<file path="config.mk">
export PLATFORM = sky130hd
export DESIGN_NAME = spi_display_receiver
export DESIGN_NICKNAME = d
export VERILOG_FILES = /design/src/rtl/spi_pkg.sv /design/src/rtl/spi_rx_fifo.sv /design/src/rtl/spi_display_receiver.sv
export SDC_FILE = /design/constraint.sdc
export NUM_CORES = 1
export LEC_CHECK = 0
export CORE_MARGIN = 5
export CORE_UTILIZATION = 45
export CTS_BUF_LIST = sky130_fd_sc_hd__clkbuf_16
export CTS_CLUSTER_SIZE = 16
export DETAILED_ROUTE_END_ITERATION = 12
export GPL_ROUTABILITY_DRIVEN = 0
export GPL_TIMING_DRIVEN = 0
export PLACE_DENSITY_LB_ADDON = 0.15
export SETUP_SLACK_MARGIN = 0.05
export SLEW_MARGIN = 20
export SYNTH_ARGS = -nofsm -noshare
export SYNTH_HDL_FRONTEND = slang
export SYNTH_SLANG_ARGS = --single-unit
</file>
<file path="constraint.sdc">
create_clock -name clk -period 2.1 [get_ports clk]
set_clock_uncertainty 0.2 [all_clocks]
set_input_delay 0.42 -clock clk [delete_from_list [all_inputs] [get_ports clk]]
set_output_delay 0.42 -clock clk [all_outputs]
set_load 0.02 [all_outputs]
</file>
<file path="src/rtl/spi_pkg.sv">
// ============================================================================
// spi_pkg: shared types and constants for the SPI display receiver.
// Rev 1.0
// ============================================================================
`default_nettype none

package spi_pkg;

    localparam int DATA_BITS_DEFAULT = 8;

    localparam logic DC_CMD  = 1'b0;
    localparam logic DC_DATA = 1'b1;

    typedef enum logic [0:0] {
        ST_IDLE  = 1'b0,
        ST_SHIFT = 1'b1
    } spi_state_e;

endpackage

`default_nettype wire

</file>
<file path="src/rtl/spi_rx_fifo.sv">
// ============================================================================
// spi_rx_fifo: DEPTH-entry receive FIFO; a push into a full FIFO is accepted
// only when a pop happens in the same cycle. Rev 1.0
// ============================================================================
`default_nettype none

module spi_rx_fifo #(
    parameter int WIDTH = 9,
    parameter int DEPTH = 4
) (
    input  logic             clk,
    input  logic             rst_n,
    input  logic             push,
    input  logic [WIDTH-1:0] push_data,
    input  logic             pop,
    output logic [WIDTH-1:0] pop_data,
    output logic             full,
    output logic             empty
);
    localparam int PTR_W = $clog2(DEPTH);
    localparam int CNT_W = PTR_W + 1;

    logic [WIDTH-1:0] r_mem [DEPTH];
    logic [PTR_W-1:0] r_wr_ptr;
    logic [PTR_W-1:0] r_rd_ptr;
    logic [CNT_W-1:0] r_count;
    logic             w_wr_en;
    logic             w_rd_en;

    assign full     = (r_count == CNT_W'(DEPTH));
    assign empty    = (r_count == '0);
    assign w_wr_en  = push & (~full | pop);
    assign w_rd_en  = pop & ~empty;
    assign pop_data = r_mem[r_rd_ptr];

    // Pointers wrap naturally because DEPTH is a power of two.
    always_ff @(posedge clk or negedge rst_n) begin
        if (!rst_n) begin
            for (int i = 0; i < DEPTH; i++) begin
                r_mem[i] <= '0;
            end
            r_wr_ptr <= '0;
            r_rd_ptr <= '0;
            r_count  <= '0;
        end else begin
            if (w_wr_en) begin
                r_mem[r_wr_ptr] <= push_data;
                r_wr_ptr        <= r_wr_ptr + 1'b1;
            end
            if (w_rd_en) begin
                r_rd_ptr <= r_rd_ptr + 1'b1;
            end
            case ({w_wr_en, w_rd_en})
                2'b10:   r_count <= r_count + 1'b1;
                2'b01:   r_count <= r_count - 1'b1;
                default: r_count <= r_count;
            endcase
        end
    end

endmodule

`default_nettype wire

</file>
<file path="src/rtl/spi_display_receiver.sv">
// ============================================================================
// spi_display_receiver: SPI slave for display command/data words.
// Macro SPI_RX_FIFO_EN selects a FIFO buffer instead of one holding register.
// Rev 1.0
// ============================================================================
`default_nettype none

module spi_display_receiver
    import spi_pkg::*;
#(
    parameter int DATA_BITS   = DATA_BITS_DEFAULT,
    parameter int FIFO_DEPTH  = 4,
    parameter int SYNC_STAGES = 2
) (
    input  logic                 clk,
    input  logic                 rst_n,
    input  logic                 sclk,
    input  logic                 mosi,
    input  logic                 cs,
    input  logic                 dc,
    output logic [DATA_BITS-1:0] rx_data,
    output logic                 rx_dc,
    output logic                 rx_valid,
    input  logic                 rx_ready,
    output logic                 overflow,
    output logic                 frame_err,
    output logic                 busy
);
    localparam int               CNT_W      = (DATA_BITS > 1) ? $clog2(DATA_BITS) : 1;
    localparam logic [CNT_W-1:0] C_LAST_BIT = CNT_W'(DATA_BITS - 1);

    if (SYNC_STAGES < 2 || FIFO_DEPTH < 2 || (FIFO_DEPTH & (FIFO_DEPTH - 1)) != 0) begin : g_param_check
        $error("spi_display_receiver: SYNC_STAGES must be >=2, FIFO_DEPTH a power of two >=2");
    end

    logic [SYNC_STAGES-1:0] r_sclk_sync, r_mosi_sync, r_cs_sync, r_dc_sync, r_live;
    logic                   r_sclk_prev, r_armed;
    logic                   w_sclk_rise, w_mosi_s, w_cs_s, w_dc_s;

    assign w_mosi_s    = r_mosi_sync[SYNC_STAGES-1];
    assign w_cs_s      = r_cs_sync[SYNC_STAGES-1];
    assign w_dc_s      = r_dc_sync[SYNC_STAGES-1];
    assign w_sclk_rise = r_sclk_sync[SYNC_STAGES-1] & ~r_sclk_prev;

    // r_live marks when the cs chain holds a real pin sample rather than its
    // reset value; only a genuine cs-high arms the receiver after reset.
    always_ff @(posedge clk or negedge rst_n) begin
        if (!rst_n) begin
            r_sclk_sync <= '0;
            r_mosi_sync <= '0;
            r_cs_sync   <= '1;
            r_dc_sync   <= '0;
            r_sclk_prev <= 1'b0;
            r_live      <= '0;
            r_armed     <= 1'b0;
        end else begin
            r_sclk_sync <= {r_sclk_sync[SYNC_STAGES-2:0], sclk};
            r_mosi_sync <= {r_mosi_sync[SYNC_STAGES-2:0], mosi};
            r_cs_sync   <= {r_cs_sync[SYNC_STAGES-2:0], cs};
            r_dc_sync   <= {r_dc_sync[SYNC_STAGES-2:0], dc};
            r_sclk_prev <= r_sclk_sync[SYNC_STAGES-1];
            r_live      <= {r_live[SYNC_STAGES-2:0], 1'b1};
            r_armed     <= r_armed | (r_live[SYNC_STAGES-1] & w_cs_s);
        end
    end

    spi_state_e           r_state;
    logic [CNT_W-1:0]     r_bit_cnt;
    logic [DATA_BITS-1:0] r_shift;
    logic [DATA_BITS-1:0] w_shift_next;
    logic                 r_push;
    logic [DATA_BITS:0]   r_push_data;
    logic                 r_frame_err;

    assign w_shift_next = {r_shift[DATA_BITS-2:0], w_mosi_s};

    always_ff @(posedge clk or negedge rst_n) begin
        if (!rst_n) begin
            r_state     <= ST_IDLE;
            r_bit_cnt   <= '0;
            r_shift     <= '0;
            r_push      <= 1'b0;
            r_push_data <= '0;
            r_frame_err <= 1'b0;
        end else begin
            r_push      <= 1'b0;
            r_frame_err <= 1'b0;
            case (r_state)
                ST_IDLE: begin
                    if (r_armed && !w_cs_s) begin
                        r_state   <= ST_SHIFT;
                        r_bit_cnt <= '0;
                        r_shift   <= '0;
                    end
                end
                ST_SHIFT: begin
                    if (w_cs_s) begin
                        r_state     <= ST_IDLE;
                        r_frame_err <= (r_bit_cnt != '0);
                        r_bit_cnt   <= '0;
                    end else if (w_sclk_rise) begin
                        r_shift <= w_shift_next;
                        if (r_bit_cnt == C_LAST_BIT) begin
                            r_bit_cnt   <= '0;
                            r_push      <= 1'b1;
                            r_push_data <= {w_dc_s, w_shift_next};
                        end else begin
                            r_bit_cnt <= r_bit_cnt + 1'b1;
                        end
                    end
                end
                default: r_state <= ST_IDLE;
            endcase
        end
    end

    logic [DATA_BITS:0] w_head;
    logic               w_full;
    logic               w_pop;
    logic               r_overflow;

    assign w_pop = rx_valid & rx_ready;

`ifdef SPI_RX_FIFO_EN
    logic w_empty;

    spi_rx_fifo #(
        .WIDTH (DATA_BITS + 1),
        .DEPTH (FIFO_DEPTH)
    ) u_rx_fifo (
        .clk       (clk),
        .rst_n     (rst_n),
        .push      (r_push),
        .push_data (r_push_data),
        .pop       (w_pop),
        .pop_data  (w_head),
        .full      (w_full),
        .empty     (w_empty)
    );

    assign rx_valid = ~w_empty;
`else
    logic [DATA_BITS:0] r_hold;
    logic               r_hold_valid;

    always_ff @(posedge clk or negedge rst_n) begin
        if (!rst_n) begin
            r_hold       <= '0;
            r_hold_valid <= 1'b0;
        end else if (r_push && (!r_hold_valid || w_pop)) begin
            r_hold       <= r_push_data;
            r_hold_valid <= 1'b1;
        end else if (w_pop) begin
            r_hold_valid <= 1'b0;
        end
    end

    assign w_head   = r_hold;
    assign w_full   = r_hold_valid;
    assign rx_valid = r_hold_valid;
`endif

    always_ff @(posedge clk or negedge rst_n) begin
        if (!rst_n) begin
            r_overflow <= 1'b0;
        end else if (r_push && w_full && !w_pop) begin
            r_overflow <= 1'b1;
        end
    end

    assign rx_data   = w_head[DATA_BITS-1:0];
    assign rx_dc     = w_head[DATA_BITS];
    assign overflow  = r_overflow;
    assign frame_err = r_frame_err;
    assign busy      = (r_state == ST_SHIFT);

endmodule

`default_nettype wire

</file>
==> results.py, run 1 <==
metrics = {
    "finish": {
        "syn_to_final_growth_pct": 25.4,
        "utilization_pct": 59.7,
        "fin_nets": 139,
        "antenna_cells": 0,
        "drive_above_1_share_pct": 28.5,
    },
    "cts": {
        "clkLatencyLatePin_ns": 0.28,
        "post_cts_buffers": 0,
        "numCtsBuffers": 5,
        "hold_buffers": 1,
        "root_buffer": "clkbuf_16",
        "ctsResizeCount": 0,
        "clkSinkCount": 45,
        "cts.htree.levels": 2,
        "clockBufferDepth": 2,
        "cts_tree": "done",
        "path_clk_slew_ns": 0.06,
    },
    "floorplanning": {
        "die_h_um": 70.1,
        "placementRows": 21,
        "core_um2": 3420,
        "start_util_pct": 47.6,
        "die_x_um": 70.1,
        "io_pins": 20,
        "dieArea_um2": 4910,
    },
    "detailed_routing": {
        "first_iter_violations": 20,
        "ant_nets": 0,
        "drc": 0,
        "via_per_inst": 4.81,
        "via_count": 846,
        "first_pass_iters": 4,
        "wirelength_mm": 2.29,
        "wl_per_cell_um": 13.0,
    },
    "placed_design": {
        "pre_cts_ws_ns": 0.0386,
        "hpwl_mm": 1.58,
        "io_buffers": 19,
    },
    "grt": {
        "grt-ovfl-total": 0,
        "antenna_found_initial": 0,
        "grt_pass1_vias": 933,
        "grt_max_degree": 32,
        "grt_pass1_wl_mm": 4.14,
        "track_usage_pct": 10.8,
    },
    "critical_path": {
        "slowest_delay_ns": 0.64,
        "crit_fanout": 7,
        "crit_path_end_kind": "output pin",
        "crit_type": "flop to output pin",
        "required_ns": 1.48,
        "path_buf_inv": 1,
        "crit_start": "busy",
        "critical_path_arrival_ns": 1.35,
        "timing.rr.start": "r_bit_cnt[0]",
        "path_cells": "clkdlybuf4s50_1",
        "crit_family": "buffers and inverters",
        "cp-start-kind": "flop",
        "slowest_stage": "clkdlybuf4s50_1",
    },
    "power_and_ir_drop": {
        "peakVddDrop_mv": 0.487,
        "leakage_uw": 0.000987,
        "p_per_area_nw_per_um2": 821,
    },
    "timing": {
        "fin_ws_ns": 0.132,
        "setup_viol": 0,
        "fin_hold_ws_ns": 0.146,
        "finalCritPeriodShare_pct": 93.7,
        "period_minus_slack_ns": 1.97,
        "slew_viol_final": 0,
        "hold_viol": 0,
        "rsz0062_at_grt": "no",
        "fmax_mhz": 508,
    },
    "yosys": {
        "ys_seq_elements": 45,
        "ys_warn_count": 0,
        "synth.distinct_cells": 22,
        "syn_inst": 101,
        "ys_seq_area_share_pct": 69.4,
        "synthesis.nets": 111,
        "syn-cell-area_um2": 1630,
        "synth_area_per_cell_um2": 16.1,
    },
    "hold_path": {
        "min_path_type": "flop to flop",
        "min-delay-start": "r_mosi_sync[0]",
    },
    "run_status": {
        "status": "complete, no violations",
    },
    "flow_run": {
        "cap_viol_max_count": 0,
    },
}
## synth_stat cells
master,number,area (µm²)
conb_1,1,3.75
nand2_1,3,11.3
buf_6,1,11.3
inv_1,5,18.8
a21oi_1,1,5.00
and2b_2,1,8.76
nand2_2,1,6.26
ha_1,3,37.5
dfrtp_1,43,1080
o21bai_1,1,7.51
nor2_1,3,11.3
nand2b_1,1,6.26
a21oi_4,1,16.3
nor2b_1,1,6.26
a22o_1,9,78.8
a21o_2,1,8.76
nor2b_4,1,13.8
and4bb_4,1,16.3
mux2_2,19,214
o22ai_1,1,6.26
dfstp_2,2,52.6
or2b_2,1,8.76
## kinds of logic after synthesis
logic type / after synthesis / share of synthesized area (%)
AOI/OAI and AO/OA: 14 / 7.55
adders and majority gates: 3 / 2.31
buffers and inverters: 6 / 1.85
DFF: 45 / 69.4
muxes: 19 / 13.2
other: 1 / 0.231
and+or+nand+nor: 13 / 5.47
## power breakdown
group          leakage (µW)  internal (µW)  switching, µW
clock network     0.0000724            431            289
registers          0.000593            884           9.44
logic              0.000322           28.4           30.0
## registers in the layout, indices dropped and copies added (netlist names), 3 cells and up
name	cells
r_bit_cnt	3
r_shift	7
r_push_data	9
r_hold	9
## cells in the final DEF (no fill, tap or decap), drive strengths merged
cell	instances
a21o	1
a21oi	2
a22o	9
and2b	1
and4bb	1
buf	3
clkbuf	5
clkdlybuf4s50	18
clkinvlp	1
conb	1
dfrtp	43
dfstp	2
dlygate4sd3	1
ha	3
inv	7
mux2	19
nand2	4
nand2b	1
nor2	3
nor2b	2
o21bai	1
o22ai	1
or2b	1
## through the flow
step           std cells  area (µm²)  setup TNS [ns]  power, µW
5_1_grt              176        2040               0       1740
3_5_place_dp         167        1890               0        968
3_3_place_gp         166        1870          -30.07        963
2_1_floorplan        101        1630               0        929
6_report             176        2040               0       1670
4_1_cts              176        2040               0       1700
## layout make-up
class                   count  area, µm²
plain buffers               1       11.3
clock buffers               5        125
clock inverters             3       15.0
fillers                   273       1380
inverters                   5       18.8
multi-input cells          50        467
flip-flops and latches     45       1130
well taps                  46       57.6
repair buffers             21        215
## routing by layer
metal / vias up / global-route usage [%] / part of all wire, %
met5: - / 0 / 0
met3: 7 / 4.59 / 6.1
li1: 404 / - / -
met2: 20 / 16.9 / 47
met1: 415 / 12.9 / 45
met4: 0 / 5.11 / 1.9
## final timing paths
check | to | slack (ns) | cells past startpoint
min in group asynchronous | r_push | 0.38 | 2
worst min register to register | r_mosi_sync[1] | 0.15 | 0
max in group asynchronous | r_cs_sync[0] | 0.77 | 3
worst max-delay path | busy | 0.13 | 1
worst max register to register | r_push_data[1] | 0.37 | 4
worst min-delay path | r_mosi_sync[1] | 0.15 | 0
Note: power is estimated with default switching activity, not from simulation.
==> run 2, diff against run 1 <==
--- a/config.mk
+++ b/config.mk
@@ -5,7 +5,7 @@
 export SDC_FILE = /design/constraint.sdc
 export NUM_CORES = 1
 export LEC_CHECK = 0
-export CORE_MARGIN = 5
+export CORE_MARGIN = 2
 export CORE_UTILIZATION = 45
 export CTS_BUF_LIST = sky130_fd_sc_hd__clkbuf_16
 export CTS_CLUSTER_SIZE = 16
@@ -13,6 +13,7 @@
 export GPL_ROUTABILITY_DRIVEN = 0
 export GPL_TIMING_DRIVEN = 0
 export PLACE_DENSITY_LB_ADDON = 0.15
+export REMOVE_ABC_BUFFERS = 1
 export SETUP_SLACK_MARGIN = 0.05
 export SLEW_MARGIN = 20
 export SYNTH_ARGS = -nofsm -noshare
==> results.py, run 2 (synthesis gave the netlist of run 1 again) <==
metrics = {
    "floorplanning": {
        "start_util_pct": 47.6,
        "io_pins": 20,
        "placementRows": 21,
        "core_um2": 3420,
        "die_h_um": 64.1,
        "dieArea_um2": 4110,
        "die_x_um": 64.1,
    },
    "timing": {
        "fmax_mhz": 509,
        "setup_viol": 0,
        "rsz0062_at_grt": "no",
        "tns_ns": 0,
        "finalCritPeriodShare_pct": 93.6,
        "slew_viol_final": 0,
        "hold_viol": 0,
        "fin_hold_ws_ns": 0.149,
        "period_minus_slack_ns": 1.96,
    },
    "detailed_routing": {
        "ant_nets": 0,
        "wl_per_cell_um": 13.3,
        "drc": 0,
        "wirelength_mm": 2.31,
        "via_count": 873,
        "first_iter_violations": 12,
        "first_pass_iters": 4,
        "via_per_inst": 5.02,
    },
    "critical_path": {
        "crit_type": "flop to output pin",
        "slowest_stage": "clkdlybuf4s50_1",
        "critical_path_arrival_ns": 1.34,
        "required_ns": 1.48,
        "slowest_delay_ns": 0.64,
        "cp-start-kind": "flop",
        "crit_fanout": 7,
        "path_buf_inv": 1,
        "path_cells": "clkdlybuf4s50_1",
        "crit_path_end_kind": "output pin",
        "crit_family": "buffers and inverters",
    },
    "cts": {
        "root_buffer": "clkbuf_16",
        "path_clk_slew_ns": 0.05,
        "ctsResizeCount": 0,
        "clkSinkCount": 45,
        "post_cts_buffers": 0,
        "cts.htree.levels": 2,
        "numCtsBuffers": 5,
        "clockBufferDepth": 2,
        "clkLatencyLatePin_ns": 0.27,
        "hold_buffers": 1,
        "cts_tree": "done",
    },
    "placed_design": {
        "io_buffers": 19,
        "hpwl_mm": 1.57,
    },
    "finish": {
        "antenna_cells": 0,
        "multi_input_area_um2": 467,
        "seq_area_um2": 1130,
        "utilization_pct": 59.1,
        "fillerInstances": 297,
        "fin_nets": 138,
        "syn_to_final_growth_pct": 24.2,
        "mostFrequentLayoutCells": "dfrtp_1 (43), mux2_2 (19), clkdlybuf4s50_1 (18)",
        "reg_top3": "r_hold x9, r_push_data x9, r_shift x7",
        "drive_above_1_share_pct": 27.3,
        "layout_commonest_cell": "dfrtp_1",
    },
    "grt": {
        "track_usage_pct": 13.9,
        "grt-ovfl-total": 0,
        "grt_pass1_vias": 930,
        "grt_pass1_wl_mm": 4.20,
        "grt_max_degree": 34,
        "antenna_found_initial": 0,
    },
    "flow_run": {
        "cap_viol_max_count": 0,
    },
    "power_and_ir_drop": {
        "power.switching_uw": 315,
        "comb_power_share_pct": 3.5,
        "seqPwrFrac_pct": 54.1,
        "leakage_uw": 0.000977,
        "p_sw_share_pct": 19.1,
        "clock_power_share_pct": 42.4,
        "p_int_uw": 1340,
        "p_per_area_nw_per_um2": 818,
        "peakVddDrop_mv": 0.619,
    },
    "run_status": {
        "status": "complete, no violations",
    },
    "hold_path": {
        "min_path_type": "flop to flop",
    },
}
==> run 2: changes by cell type in the layout (fill, tap and decap cells not counted) <==
cell,previous run,this run
buf_6,1,0
clkinv_1,0,1
inv_1,7,6
clkinvlp_4,1,0
==> run 2: area by class of cell <==
cell class	count	area share [%]
Sequential cell	45	55.9
Multi-Input combinational cell	50	23.1
Timing Repair Buffer	21	10.7
Clock buffer	5	6.20
Tap cell	46	2.85
Inverter	5	0.929
Clock inverter	2	0.372
==> run 2: power by group through the flow <==
| stage | sequential, µW | clock [µW] | combinational (µW) |
|---|---|---|---|
| floorplan | 909 | 0 | 18.9 |
| global placement | 909 | 0 | 53.0 |
| detailed placement | 909 | 0 | 58.5 |
| CTS | 894 | 725 | 60.0 |
| global route | 895 | 774 | 66.5 |
| finish | 894 | 699 | 57.9 |
==> run 2: path summary, 6_finish.rpt <==
| check | start | endpoint | slack (ns) | cells after the start |
|---|---|---|---|---|
| min in group asynchronous | rst_n | r_hold[4] | 0.38 | 2 |
| worst max register to register | r_cs_sync[1] | r_push_data[8] | 0.33 | 3 |
| max in group asynchronous | rst_n | r_cs_sync[1] | 0.79 | 3 |
| worst min register to register | r_sclk_sync[0] | r_sclk_sync[1] | 0.15 | 0 |
| worst max-delay path | busy | busy | 0.14 | 1 |
| worst min-delay path | r_sclk_sync[0] | r_sclk_sync[1] | 0.15 | 0 |
==> run 2: per-stage QoR <==
| stage | power, µW | area [µm²] | instances | setup slack, ns |
|---|---|---|---|---|
| 6_report | 1650 | 2020 | 174 | 0.135 |
| 5_1_grt | 1740 | 2020 | 174 | 0.0642 |
| 4_1_cts | 1680 | 2020 | 174 | 0.127 |
| 3_5_place_dp | 968 | 1880 | 166 | 0.0372 |
| 3_3_place_gp | 962 | 1860 | 165 | -0.682 |
| 2_1_floorplan | 928 | 1610 | 100 | 0.473 |
==> run 2: per-layer routing <==
layer | routed length (µm) | GRT usage, % | vias up
li1 | - | - | 406
met1 | 1030 | 16.7 | 443
met2 | 1160 | 22.5 | 19
met3 | 88 | 5.46 | 5
met4 | 37 | 5.59 | 0
met5 | 0 | 0 | -
